## src/rtl/uart_txrx.sv

```systemverilog
// Full-duplex 8N1 UART: TX serialiser and RX deserialiser (2-flop synchronised input).
// Optional macro UART_TXRX_LOOPBACK_EN feeds the RX path from the TX line internally.
module uart_txrx #(
  parameter int CLKS_PER_BIT = 217
) (
  input  logic       i_Clock,
  input  logic       i_Reset,
  input  logic       i_TX_DV,
  input  logic [7:0] i_TX_Byte,
  output logic       o_TX_Active,
  output logic       o_TX_Serial,
  output logic       o_TX_Done,
  input  logic       i_RX_Serial,
  output logic       o_RX_DV,
  output logic [7:0] o_RX_Byte
);

  localparam int CW = $clog2(CLKS_PER_BIT);
  localparam logic [CW-1:0] C_LAST = CW'(CLKS_PER_BIT - 1);
  localparam logic [CW-1:0] C_HALF = CW'((CLKS_PER_BIT - 1) / 2);

  typedef enum logic [2:0] {S_IDLE, S_START, S_DATA, S_STOP, S_CLEANUP} state_t;

  state_t          r_tx_state;
  logic [CW-1:0]   r_tx_cnt;
  logic [2:0]      r_tx_idx;
  logic [7:0]      r_tx_byte;

  state_t          r_rx_state;
  logic [CW-1:0]   r_rx_cnt;
  logic [2:0]      r_rx_idx;
  logic [7:0]      r_rx_shift;
  logic            r_rx_meta;
  logic            r_rx_sync;
  logic            w_rx_in;

`ifdef UART_TXRX_LOOPBACK_EN
  assign w_rx_in = o_TX_Active ? o_TX_Serial : 1'b1;
`else
  assign w_rx_in = i_RX_Serial;
`endif

  // Serial line is driven one bit ahead so each level lasts exactly CLKS_PER_BIT cycles.
  always_ff @(posedge i_Clock) begin
    if (i_Reset) begin
      r_tx_state  <= S_IDLE;
      r_tx_cnt    <= '0;
      r_tx_idx    <= '0;
      r_tx_byte   <= '0;
      o_TX_Serial <= 1'b1;
      o_TX_Active <= 1'b0;
      o_TX_Done   <= 1'b0;
    end else begin
      o_TX_Done <= 1'b0;
      case (r_tx_state)
        S_IDLE: begin
          o_TX_Serial <= 1'b1;
          r_tx_cnt    <= '0;
          r_tx_idx    <= '0;
          if (i_TX_DV) begin
            r_tx_byte   <= i_TX_Byte;
            o_TX_Serial <= 1'b0;
            o_TX_Active <= 1'b1;
            r_tx_state  <= S_START;
          end
        end
        S_START: begin
          if (r_tx_cnt != C_LAST) begin
            r_tx_cnt <= r_tx_cnt + 1'b1;
          end else begin
            r_tx_cnt    <= '0;
            o_TX_Serial <= r_tx_byte[0];
            r_tx_state  <= S_DATA;
          end
        end
        S_DATA: begin
          if (r_tx_cnt != C_LAST) begin
            r_tx_cnt <= r_tx_cnt + 1'b1;
          end else begin
            r_tx_cnt <= '0;
            if (r_tx_idx == 3'd7) begin
              r_tx_idx    <= '0;
              o_TX_Serial <= 1'b1;
              r_tx_state  <= S_STOP;
            end else begin
              r_tx_idx    <= r_tx_idx + 3'd1;
              o_TX_Serial <= r_tx_byte[r_tx_idx + 3'd1];
            end
          end
        end
        S_STOP: begin
          if (r_tx_cnt != C_LAST) begin
            r_tx_cnt <= r_tx_cnt + 1'b1;
          end else begin
            r_tx_cnt    <= '0;
            o_TX_Active <= 1'b0;
            o_TX_Done   <= 1'b1;
            r_tx_state  <= S_CLEANUP;
          end
        end
        S_CLEANUP: r_tx_state <= S_IDLE;
        default:   r_tx_state <= S_IDLE;
      endcase
    end
  end

  // Start bit is re-checked at its midpoint; later samples then land mid-bit.
  always_ff @(posedge i_Clock) begin
    if (i_Reset) begin
      r_rx_meta  <= 1'b1;
      r_rx_sync  <= 1'b1;
      r_rx_state <= S_IDLE;
      r_rx_cnt   <= '0;
      r_rx_idx   <= '0;
      r_rx_shift <= '0;
      o_RX_DV    <= 1'b0;
      o_RX_Byte  <= '0;
    end else begin
      r_rx_meta <= w_rx_in;
      r_rx_sync <= r_rx_meta;
      o_RX_DV   <= 1'b0;
      case (r_rx_state)
        S_IDLE: begin
          r_rx_cnt <= '0;
          r_rx_idx <= '0;
          if (!r_rx_sync) r_rx_state <= S_START;
        end
        S_START: begin
          if (r_rx_cnt == C_HALF) begin
            r_rx_cnt   <= '0;
            r_rx_state <= r_rx_sync ? S_IDLE : S_DATA;
          end else begin
            r_rx_cnt <= r_rx_cnt + 1'b1;
          end
        end
        S_DATA: begin
          if (r_rx_cnt != C_LAST) begin
            r_rx_cnt <= r_rx_cnt + 1'b1;
          end else begin
            r_rx_cnt             <= '0;
            r_rx_shift[r_rx_idx] <= r_rx_sync;
            r_rx_idx             <= r_rx_idx + 3'd1;
            if (r_rx_idx == 3'd7) r_rx_state <= S_STOP;
          end
        end
        S_STOP: begin
          if (r_rx_cnt != C_LAST) begin
            r_rx_cnt <= r_rx_cnt + 1'b1;
          end else begin
            r_rx_cnt <= '0;
            if (r_rx_sync) begin
              o_RX_Byte <= r_rx_shift;
              o_RX_DV   <= 1'b1;
            end
            r_rx_state <= S_CLEANUP;
          end
        end
        S_CLEANUP: r_rx_state <= S_IDLE;
        default:   r_rx_state <= S_IDLE;
      endcase
    end
  end

endmodule

```

## config.mk

```make
export PLATFORM = sky130hd
export DESIGN_NAME = uart_txrx
export DESIGN_NICKNAME = d
export VERILOG_FILES = /design/src/rtl/uart_txrx.sv
export SDC_FILE = /design/constraint.sdc
export NUM_CORES = 1
export LEC_CHECK = 0
export ABC_AREA = 1
export CORE_ASPECT_RATIO = 1.25
export CORE_UTILIZATION = 35
export DETAILED_ROUTE_END_ITERATION = 10
export DONT_BUFFER_PORTS = 1
export REMOVE_ABC_BUFFERS = 1
export SLEW_MARGIN = 10
export SYNTH_ARGS = -nofsm -noshare
export SYNTH_HDL_FRONTEND = slang
export SYNTH_SLANG_ARGS = --single-unit
export TNS_END_PERCENT = 50
```

## constraint.sdc

```tcl
create_clock -name i_Clock -period 3.2 [get_ports i_Clock]
set_input_delay 0.64 -clock i_Clock [delete_from_list [all_inputs] [get_ports i_Clock]]
set_output_delay 0.64 -clock i_Clock [all_outputs]
set_load 0.05 [all_outputs]
```

==> results.toml <==
[sta]
rsz0062_at_grt = "no"
setup_viol = 0
hold_violations = 0
skew_ns = 0.00804
worst_pin_slew_ns = 0.644
max-slew-margin-rel = 0.570
final.setup.tns_ns = 0
fin_crit_ns = 1.63
slew_viol_final = 0
fin_crit_sh = 0.509
fmax_ghz = 0.614

[power]
pwr_density_cell_mw_per_mm2 = 689
p_leak_nw = 1.26
peakVddDrop_uv = 412

[setup_path]
startpoint_type = "flip-flop"
reg2reg_from = "r_rx_cnt[0]"
cp.arrival_ns = 0.99
cp_data_required_time_ns = 2.56
critPathKind = "reg -> out"
worst_setup_path_end_kind = "output pin"
crit_start = "o_TX_Serial"
crit_fanout = 2

[route]
dr.pass1.iters = 4
via_per_inst = 4.93
routed_wl_mm = 5.70
detail-route-antenna-nets = 0
via_count = 2408
dr.first_iter.drc_count = 88
drc_errors = 0
wl_per_cell_um = 11.7

[floorplan]
pin_count = 24
die_w_um = 81.5
rows = 35
coreArea_mm2 = 0.00753
initial_core_util = 0.367
die_h_um = 101
die_area_mm2 = 0.00827

[global_route]
overflow = 0
grt_first_pass_wirelength_mm = 9.77
grt_usage = 0.154
antenna_found_initial = 0
grt_max_degree = 34
grt_pass1_vias = 2153

[clock_network]
cts.clk_slew.worst_paths_ns = 0.07
hold_buffers = 0
cts_resized = 0
numCtsBuffers = 9
htreeDepth = 3
insertion_delay_ns = 0.34
cts_tree = "done"
cts_sinks = 58
ctsLongestPathBuffers = 2
postCtsSetupRepairBufs = 0
root_buffer = "clkbuf_8"

[layout]
final_cell_mix = "nand2_1 (88), dfxtp_1 (58), nor2_1 (46)"
seq_area_mm2 = 0.00116
area_growth_pct = 8.91
multi_input_area_mm2 = 0.00136
drive_gt1_frac = 0.0833
fill_cells = 804
diodes = 0
num-nets-final = 411
stdcell_count = 488
post-route-util = 0.400
final_common_cell = "nand2_1"

[placement]
gp_congestion = 0.827
io_buffers = 0
dp_cells = 472
dp_hpwl_mm = 3.85

[synthesis]
synth_top_area_cell = "dfxtp_1"
yosys_warnings = 0
synth_area_per_cell_um2 = 7.06
synthFlopType = "dfxtp_1"
netlist_instances = 392
syn_area_mm2 = 0.00277
synth.area.top_cells = "dfxtp_1 (42%), nand2_1 (12%), a21oi_1 (6.5%)"
ys_seq_elements = 58
synth_top_area_frac = 0.420
ys_seq_area_frac = 0.420
yosysUniqueCellTypes = 31
synth_edf_count = 0
ys_async_sr_fraction = 0

[worst_hold_path]
holdCritStartpoint = "i_Reset"
holdCritPathClass = "in -> reg"

[outcome]
run_status = "finished clean"

[job]
maxCapViolCount = 0
==> power by group <==
group | internal, mW | leakage, nW | switching (mW) | total, mW
registers | 0.797 | 0.471 | 0.0973 | 0.894
clock network | 0.397 | 0.105 | 0.292 | 0.689
logic | 0.169 | 0.682 | 0.325 | 0.493
total | 1.36 | 1.26 | 0.714 | 2.08
==> metal layers <==
layer | GRT usage | wire length [um] | vias to the layer above
met5 | 0 | 0 | -
met4 | 0.0536 | 87 | 0
met3 | 0.0577 | 266 | 9
met2 | 0.240 | 2710 | 39
met1 | 0.193 | 2630 | 1094
li1 | - | - | 1266
==> cell usage after synthesis, types with 3 or more instances <==
master / number
nand2_2: 4
nor2_1: 46
buf_6: 3
inv_1: 42
o21ai_0: 20
nand4_1: 4
nor3_1: 16
a21oi_1: 36
clkbuf_1: 6
nand2_1: 88
ha_1: 8
dfxtp_1: 58
nand3_1: 35
==> final timing paths <==
| check | slack [ns] | endpoint | depth (start not counted) |
|---|---|---|---|
| worst max-delay path | 1.57 | o_TX_Serial | 0 |
| worst min-delay path | 0.36 | r_rx_idx[2] | 1 |
| worst max register to register | 1.57 | r_rx_shift[1] | 8 |
| worst min register to register | 0.42 | r_rx_sync | 1 |
==> sequential cells by signal (all words and copies together) (netlist names) <==
| signal | count |
|---|---|
| r_rx_cnt | 8 |
| r_tx_state | 3 |
| o_TX_Serial | 1 |
| o_TX_Done | 1 |
| o_RX_Byte | 8 |
| r_tx_byte | 8 |
| r_rx_sync | 1 |
| r_rx_state | 3 |
| r_tx_idx | 3 |
| r_rx_meta | 1 |
| r_rx_idx | 3 |
| r_rx_shift | 8 |
| o_RX_DV | 1 |
| r_tx_cnt | 8 |
| o_TX_Active | 1 |
==> logic make-up after synthesis <==
kind of cell             after synthesis  share of synthesized area
AO/OA/AOI/OAI                         59                      0.108
XOR/XNOR                               2                    0.00633
adder cells (fa/ha/maj)                8                     0.0362
buffers and inverters                 58                     0.0904
flip-flops                            58                      0.420
AND/OR/NAND/NOR                      207                      0.340
==> metrics by stage <==
stage	cell area, um2	total power, mW	worst slack (ns)	hold WS [ns]
after floorplan	2700	1.29	1.77	0.389
after global placement	2810	1.40	1.53	0.398
after detailed placement	2810	1.41	1.54	0.400
after CTS	3010	2.11	1.55	0.338
after global routing	3010	2.23	1.36	0.338
final	3010	2.08	1.57	0.361
==> layout make-up <==
type,count,area share
Inverter,46,0.0589
Clock buffer,11,0.0502
Multi-Input combinational cell,276,0.450
Clock inverter,5,0.0174
Sequential cell,58,0.385
Tap cell,92,0.0382
==> worst register-to-register path, delay by kind of cell, from the launching register on <==
family | cells | cell delay, ns
AOI/OAI and AO/OA | 1 | 0.17
adders and majority gates | 1 | 0.17
buffers and inverters | 1 | 0.10
DFF | 1 | 0.32
and+or+nand+nor | 5 | 0.79
Note: power is estimated with default switching activity, not from simulation.
